## src/rtl/fwnoc_pkg.sv

```systemverilog
// Shared fwnoc definitions: flit width, header field positions and the output-arbiter state encoding.
package fwnoc_pkg;
   localparam int FLIT_WIDTH    = 32;
   localparam int HDR_DEST_MSB  = 31;
   localparam int HDR_DEST_LSB  = 28;
   localparam int HDR_SRC_MSB   = 27;
   localparam int HDR_SRC_LSB   = 24;
   localparam int HDR_LEN_MSB   = 7;
   localparam int HDR_LEN_LSB   = 0;
   localparam int HDR_LEN_WIDTH = HDR_LEN_MSB - HDR_LEN_LSB + 1;

   typedef enum logic [1:0] {
      ARB_IDLE = 2'd0,
      ARB_HDR  = 2'd1,
      ARB_BODY = 2'd2
   } arb_state_e;

   function automatic logic [HDR_LEN_WIDTH-1:0] hdr_len(input logic [FLIT_WIDTH-1:0] flit);
      return flit[HDR_LEN_MSB:HDR_LEN_LSB];
   endfunction
endpackage

```

## src/rtl/fwnoc_rr_pick.sv

```systemverilog
// Combinational round-robin picker: first requester at or after (last+1) mod N, wrapping modulo N
// (not 2^IW), so non-power-of-2 port counts are handled.
module fwnoc_rr_pick #(
   parameter int N  = 4,
   parameter int IW = $clog2(N)
) (
   input  logic [N-1:0]  req,
   input  logic [IW-1:0] last,
   output logic          found,
   output logic [IW-1:0] idx
);
   function automatic logic [IW-1:0] wrap_idx(input logic [IW-1:0] base, input int off);
      int s;
      s = int'(base) + off;
      if (s >= N) begin
         s = s - N;
      end else begin
         s = s;
      end
      return IW'(s);
   endfunction

   logic [IW-1:0] cand;

   // Scan from the farthest candidate back to the nearest so the nearest requester wins.
   always_comb begin
      found = 1'b0;
      idx   = '0;
      cand  = '0;
      for (int i = N - 1; i >= 0; i--) begin
         cand  = wrap_idx(last, i + 1);
         found = found | req[cand];
         idx   = req[cand] ? cand : idx;
      end
   end
endmodule

```

## src/rtl/fwnoc_out_arb.sv

```systemverilog
// Per-output packet arbiter: round-robin grant locked from header to last payload flit.
// Optional FWNOC_OUT_ARB_OUTREG_EN inserts a 2-entry skid slice in front of the e_ port.
module fwnoc_out_arb
   import fwnoc_pkg::*;
#(
   parameter int N_PORTS     = 4,
   parameter int GRANT_WIDTH = $clog2(N_PORTS)
) (
   input  logic                          clock,
   input  logic                          reset,
   input  logic [N_PORTS-1:0]            i_valid,
   input  logic [FLIT_WIDTH*N_PORTS-1:0] i_dat,
   output logic [N_PORTS-1:0]            i_ready,
   output logic                          e_valid,
   output logic [FLIT_WIDTH-1:0]         e_dat,
   input  logic                          e_ready
);
   arb_state_e               state, state_n;
   logic [GRANT_WIDTH-1:0]   grant, grant_n, last, last_n, pick;
   logic [HDR_LEN_WIDTH-1:0] remain, remain_n;
   logic                     found, mux_valid, mux_ready, xfer;
   logic [FLIT_WIDTH-1:0]    mux_dat;

   fwnoc_rr_pick #(.N(N_PORTS), .IW(GRANT_WIDTH)) u_pick (
      .req   (i_valid),
      .last  (last),
      .found (found),
      .idx   (pick)
   );

   // Route the granted input to the output side while a packet is locked.
   always_comb begin
      mux_valid = 1'b0;
      mux_dat   = '0;
      i_ready   = '0;
      if (state != ARB_IDLE) begin
         mux_valid      = i_valid[grant];
         mux_dat        = i_dat[int'(grant)*FLIT_WIDTH +: FLIT_WIDTH];
         i_ready[grant] = mux_ready;
      end else begin
         mux_valid = 1'b0;
      end
   end

   assign xfer = mux_valid & mux_ready;

   // Next-state: arbitrate in IDLE, then follow the header length to the last payload flit.
   always_comb begin
      state_n  = state;
      grant_n  = grant;
      last_n   = last;
      remain_n = remain;
      case (state)
         ARB_IDLE: begin
            if (found) begin
               state_n = ARB_HDR;
               grant_n = pick;
               last_n  = pick;
            end else begin
               state_n = ARB_IDLE;
            end
         end
         ARB_HDR: begin
            if (xfer) begin
               if (hdr_len(mux_dat) == 8'd0) begin
                  state_n = ARB_IDLE;
               end else begin
                  remain_n = hdr_len(mux_dat);
                  state_n  = ARB_BODY;
               end
            end else begin
               state_n = ARB_HDR;
            end
         end
         ARB_BODY: begin
            if (xfer) begin
               remain_n = remain - 8'd1;
               state_n  = (remain == 8'd1) ? ARB_IDLE : ARB_BODY;
            end else begin
               state_n = ARB_BODY;
            end
         end
         default: state_n = ARB_IDLE;
      endcase
   end

   // Arbiter state register; last starts at N_PORTS-1 so input 0 wins first.
   always_ff @(posedge clock or posedge reset) begin
      if (reset) begin
         state  <= ARB_IDLE;
         grant  <= '0;
         last   <= GRANT_WIDTH'(N_PORTS - 1);
         remain <= 8'd0;
      end else begin
         state  <= state_n;
         grant  <= grant_n;
         last   <= last_n;
         remain <= remain_n;
      end
   end

`ifdef FWNOC_OUT_ARB_OUTREG_EN
   logic [FLIT_WIDTH-1:0] skid_mem [2];
   logic                  skid_wr, skid_rd, skid_pop;
   logic [1:0]            skid_cnt;

   // Ready toward the mux depends only on slice occupancy, cutting the e_ready path.
   assign mux_ready = (skid_cnt != 2'd2);
   assign e_valid   = (skid_cnt != 2'd0);
   assign e_dat     = skid_mem[skid_rd];
   assign skid_pop  = e_valid & e_ready;

   // Two-entry slice: write on mux transfers, read on output transfers.
   always_ff @(posedge clock or posedge reset) begin
      if (reset) begin
         skid_mem[0] <= '0;
         skid_mem[1] <= '0;
         skid_wr     <= 1'b0;
         skid_rd     <= 1'b0;
         skid_cnt    <= 2'd0;
      end else begin
         if (xfer) begin
            skid_mem[skid_wr] <= mux_dat;
            skid_wr           <= ~skid_wr;
         end
         if (skid_pop) begin
            skid_rd <= ~skid_rd;
         end
         skid_cnt <= skid_cnt + {1'b0, xfer} - {1'b0, skid_pop};
      end
   end
`else
   assign mux_ready = e_ready;
   assign e_valid   = mux_valid;
   assign e_dat     = mux_dat;
`endif
endmodule
```

## config.mk

```make
export PLATFORM = sky130hd
export DESIGN_NAME = fwnoc_out_arb
export DESIGN_NICKNAME = d
export VERILOG_FILES = /design/src/rtl/fwnoc_pkg.sv /design/src/rtl/fwnoc_rr_pick.sv /design/src/rtl/fwnoc_out_arb.sv
export SDC_FILE = /design/constraint.sdc
export NUM_CORES = 1
export LEC_CHECK = 0
export CAP_MARGIN = 20
export CORE_MARGIN = 4
export CORE_UTILIZATION = 33
export CTS_BUF_LIST = sky130_fd_sc_hd__clkbuf_16
export CTS_CLUSTER_DIAMETER = 100
export DETAILED_ROUTE_END_ITERATION = 10
export MAX_ROUTING_LAYER = met4
export PLACE_DENSITY = 0.83
export SYNTH_ARGS = -nofsm -noshare
export SYNTH_HDL_FRONTEND = slang
export SYNTH_SLANG_ARGS = --single-unit
```

## constraint.sdc

```tcl
create_clock -name clock -period 3.4 [get_ports clock]
set_clock_uncertainty 0.1 [all_clocks]
set_input_delay 0.85 -clock clock [delete_from_list [all_inputs] [get_ports clock]]
set_output_delay 0.85 -clock clock [all_outputs]
set_load 0.03 [all_outputs]
```

==> results.md <==
* Diodes inserted at 0
* FF+latch count, synth at 14
* Setup violators final at 0
* Area growth from synthesis to layout at 98.5%
* Initial antenna violation count at 0
* # rows at 28
* CTS Buf Count at 3
* Multi-input gate area at 1580 sq um
* Routed WL at between 8 and 9 mm
* VDD IR max at 0.000444 V
* Post-synthesis mux area share at 0.429
* Synth Flop Type: dfrtp_1
* Worst slew margin at 0.614
* Post-route ant nets at 0
* I/O pin cnt at approximately 170
* PortBufs at around 170
* All-Layer GR Usage at 0.210
* Asr flop ratio synth at 1.00
* Simple-Gate Fraction of Synth Area at 0.228
* TritonCTS clock tree: yes
* Routability congestion estimate at just under 0.8
* Mapped Avg Cell Area at 10.9 sq um
* Main combinational cell family by area after synthesis: multiplexers
* Clock Path Buffers at 2
* DP HPWL at approximately 6.9 mm
* Setup TNS Final at 0 ns
* Sequential area share after synthesis at 0.175
* H-tree levels at 1
* Share of layout cells above drive strength 1 at 0.233
* Vias in the first global route at between 2k and 2.5k
* Fin area at about 4000 sq um
* Final slew viol count at 0
* Final period util at 0.970
* Crit end category: output pin
* Mapped Nets at ~320
* Hold Violations, Final at 0
* Kind of critical path: in -> out
* HP Class: reg -> reg
* DR vias at between 2k and 2.5k
* Synth area leaders: mux4_2 (36%), dfrtp_1 (15%), nor2b_1 (10%)
* Initial Util at 0.342
* Sequential cell area at between 300 and 400 sq um
* Status: completed
* Placeable Area at a little under 6000 sq um
* Power Dens Cells at roughly 830 nW/um^2
* # Max-Cap Violations at 0
* First-pass GRT wire length at approximately 12 mm
* Min cycle time layout at between 3 and 4 ns
* Largest net degree at the start of global routing at 31
* Unrepaired setup endpoints after global routing: false
* First-pass DRT Iterations at 4
* Setup crit start kind: input port
* Fillers at 442
* Skew-Pair Late Insertion Delay at 0.24 ns
* Static leakage at 1.68 nW
* Synth Cell Area at 2020 sq um
* WP data required at 2.45 ns
* Hold buffer count at cts at 0
* Ys Warns at 0
* DIE AREA at ~7400 sq um
* DIE HEIGHT at approximately 86 um
* Slew @ Worst Pin at a little under 0.6 ns
* Vias/cell at between 5 and 6
* Clock Pin Slew Worst Setup and Hold Paths at 0.05 ns
* Avg WL per Cell at 18.2 um
* Final-stage net count at between 500 and 600
* Starting DRT DRC Count at 77
* Crit path arrival time at between 2 and 2.5 ns
* Largest fanout on the critical path at 2
* Cell taking the most area after synthesis: mux4_2
* Dpl cell area at about 3900 sq um
* Post-Synth XOR/XNOR Area at 0.0260
* Gr ovfl total at 0
* Post-synthesis adder-cell area fraction at 0.0124
* DRC at 0
* Root Driver: clkbuf_16
* Clock sinks at 14
* Die X-Extent at 86.3 um
* Compound-Gate Fraction of Synth Area at 0.0848
* Max Freq at just over 300 MHz
* Final Core Density at 0.678
* Post-Synthesis Cells at 185
* Library cells used by synthesis at 38
* Area share of the largest cell type after synthesis at 0.356
* EDFF count, synth at 0
## layout make-up
class / instances / share of cell area
tap: 75 / 0.0234
multi-input combinational: 150 / 0.394
timing repair buffer: 195 / 0.469
inverter: 6 / 0.00561
clock buffer: 3 / 0.0187
sequential: 14 / 0.0888
clock inverter: 1 / 0.000935
## metal layers
metal,track usage,vias up,share of wire
li1,-,1072,-
met1,0.254,1088,0.39
met2,0.354,115,0.51
met3,0.0428,14,0.073
met4,0.0666,0,0.025
met5,-,-,0
## critical path: stages
cell and delay (ns):
clkdlybuf4s50_1 0.48, o21ai_0 0.14, nor3_1 0.16, clkdlybuf4s50_1 0.72
## power by group
| group | total [mW] | switching, mW | internal [mW] |
|---|---|---|---|
| registers | 0.404 | 0.142 | 0.262 |
| logic | 2.69 | 1.38 | 1.31 |
| clock network | 0.221 | 0.0660 | 0.155 |
| total | 3.31 | 1.58 | 1.73 |
## stage by stage
step                worst slack [ns]  std cells  total power, mW  hold slack, ns
floorplan                      0.491        185             2.16           0.362
global route                  0.0797        444             3.52           0.406
finish                         0.102        444             3.31           0.396
CTS                         0.000651        444             3.36           0.397
global placement             -0.0486        440             3.17           0.375
detailed placement           -0.0954        440             3.22           0.392
## cell usage in the layout, fill, tap and decap left out, types with 3 or more instances in the layout
cell type,count
clkdlybuf4s50_1,136
buf_4,34
nor2b_1,33
mux4_2,32
nand2_1,17
dlygate4sd2_1,17
dfrtp_1,11
nor2_1,8
o21ai_0,6
inv_1,6
mux2_4,6
dlymetal6s2s_1,6
nand2b_1,4
a21oi_1,4
o31ai_1,4
xnor2_1,4
nor3_1,3
clkbuf_16,3
## synthesized netlist by cell type (3+ instances only)
library cell / count
dfrtp_1: 12
nand2_1: 17
mux2_4: 6
buf_2: 3
xnor2_1: 4
inv_1: 6
o31ai_1: 4
nor2b_1: 33
buf_1: 4
nor3_1: 3
o21ai_0: 6
nand2b_1: 4
nor2_1: 9
a21oi_1: 4
clkbuf_1: 7
mux4_2: 32
## path summary, 6_finish.rpt
kind,depth (start not counted),to,start,slack [ns]
min in group asynchronous,2,grant[0],reset,0.88
max in group asynchronous,2,grant[0],reset,1.89
worst min register to register,2,last[1],last[1],0.40
worst max-delay path,4,i_ready[0],e_ready,0.10
worst max register to register,6,remain[3],grant[0],0.82
worst min-delay path,2,last[1],last[1],0.40
## flip-flops by register name (all words and copies together), names as in the netlist
signal	count
last	2
grant	2
state	2
remain	8
## timing repair
item                                    4_1_cts  5_1_grt
gates cloned                                  0        0
buffers inserted                              0        0
endpoints found under the setup margin       17        6
gates resized for setup                      17        7
## cells by family (layout without fill, tap and decap cells)
| logic type | count (synthesis) | after routing |
|---|---|---|
| xor gates and xnor gates | 6 | 6 |
| adders and majority gates | 2 | 2 |
| muxes | 42 | 42 |
| buffers and inverters | 21 | 205 |
| AOI/OAI and AO/OA | 23 | 23 |
| and+or+nand+nor | 77 | 77 |
| DFF | 14 | 14 |
Note: power is estimated with default switching activity, not from simulation.
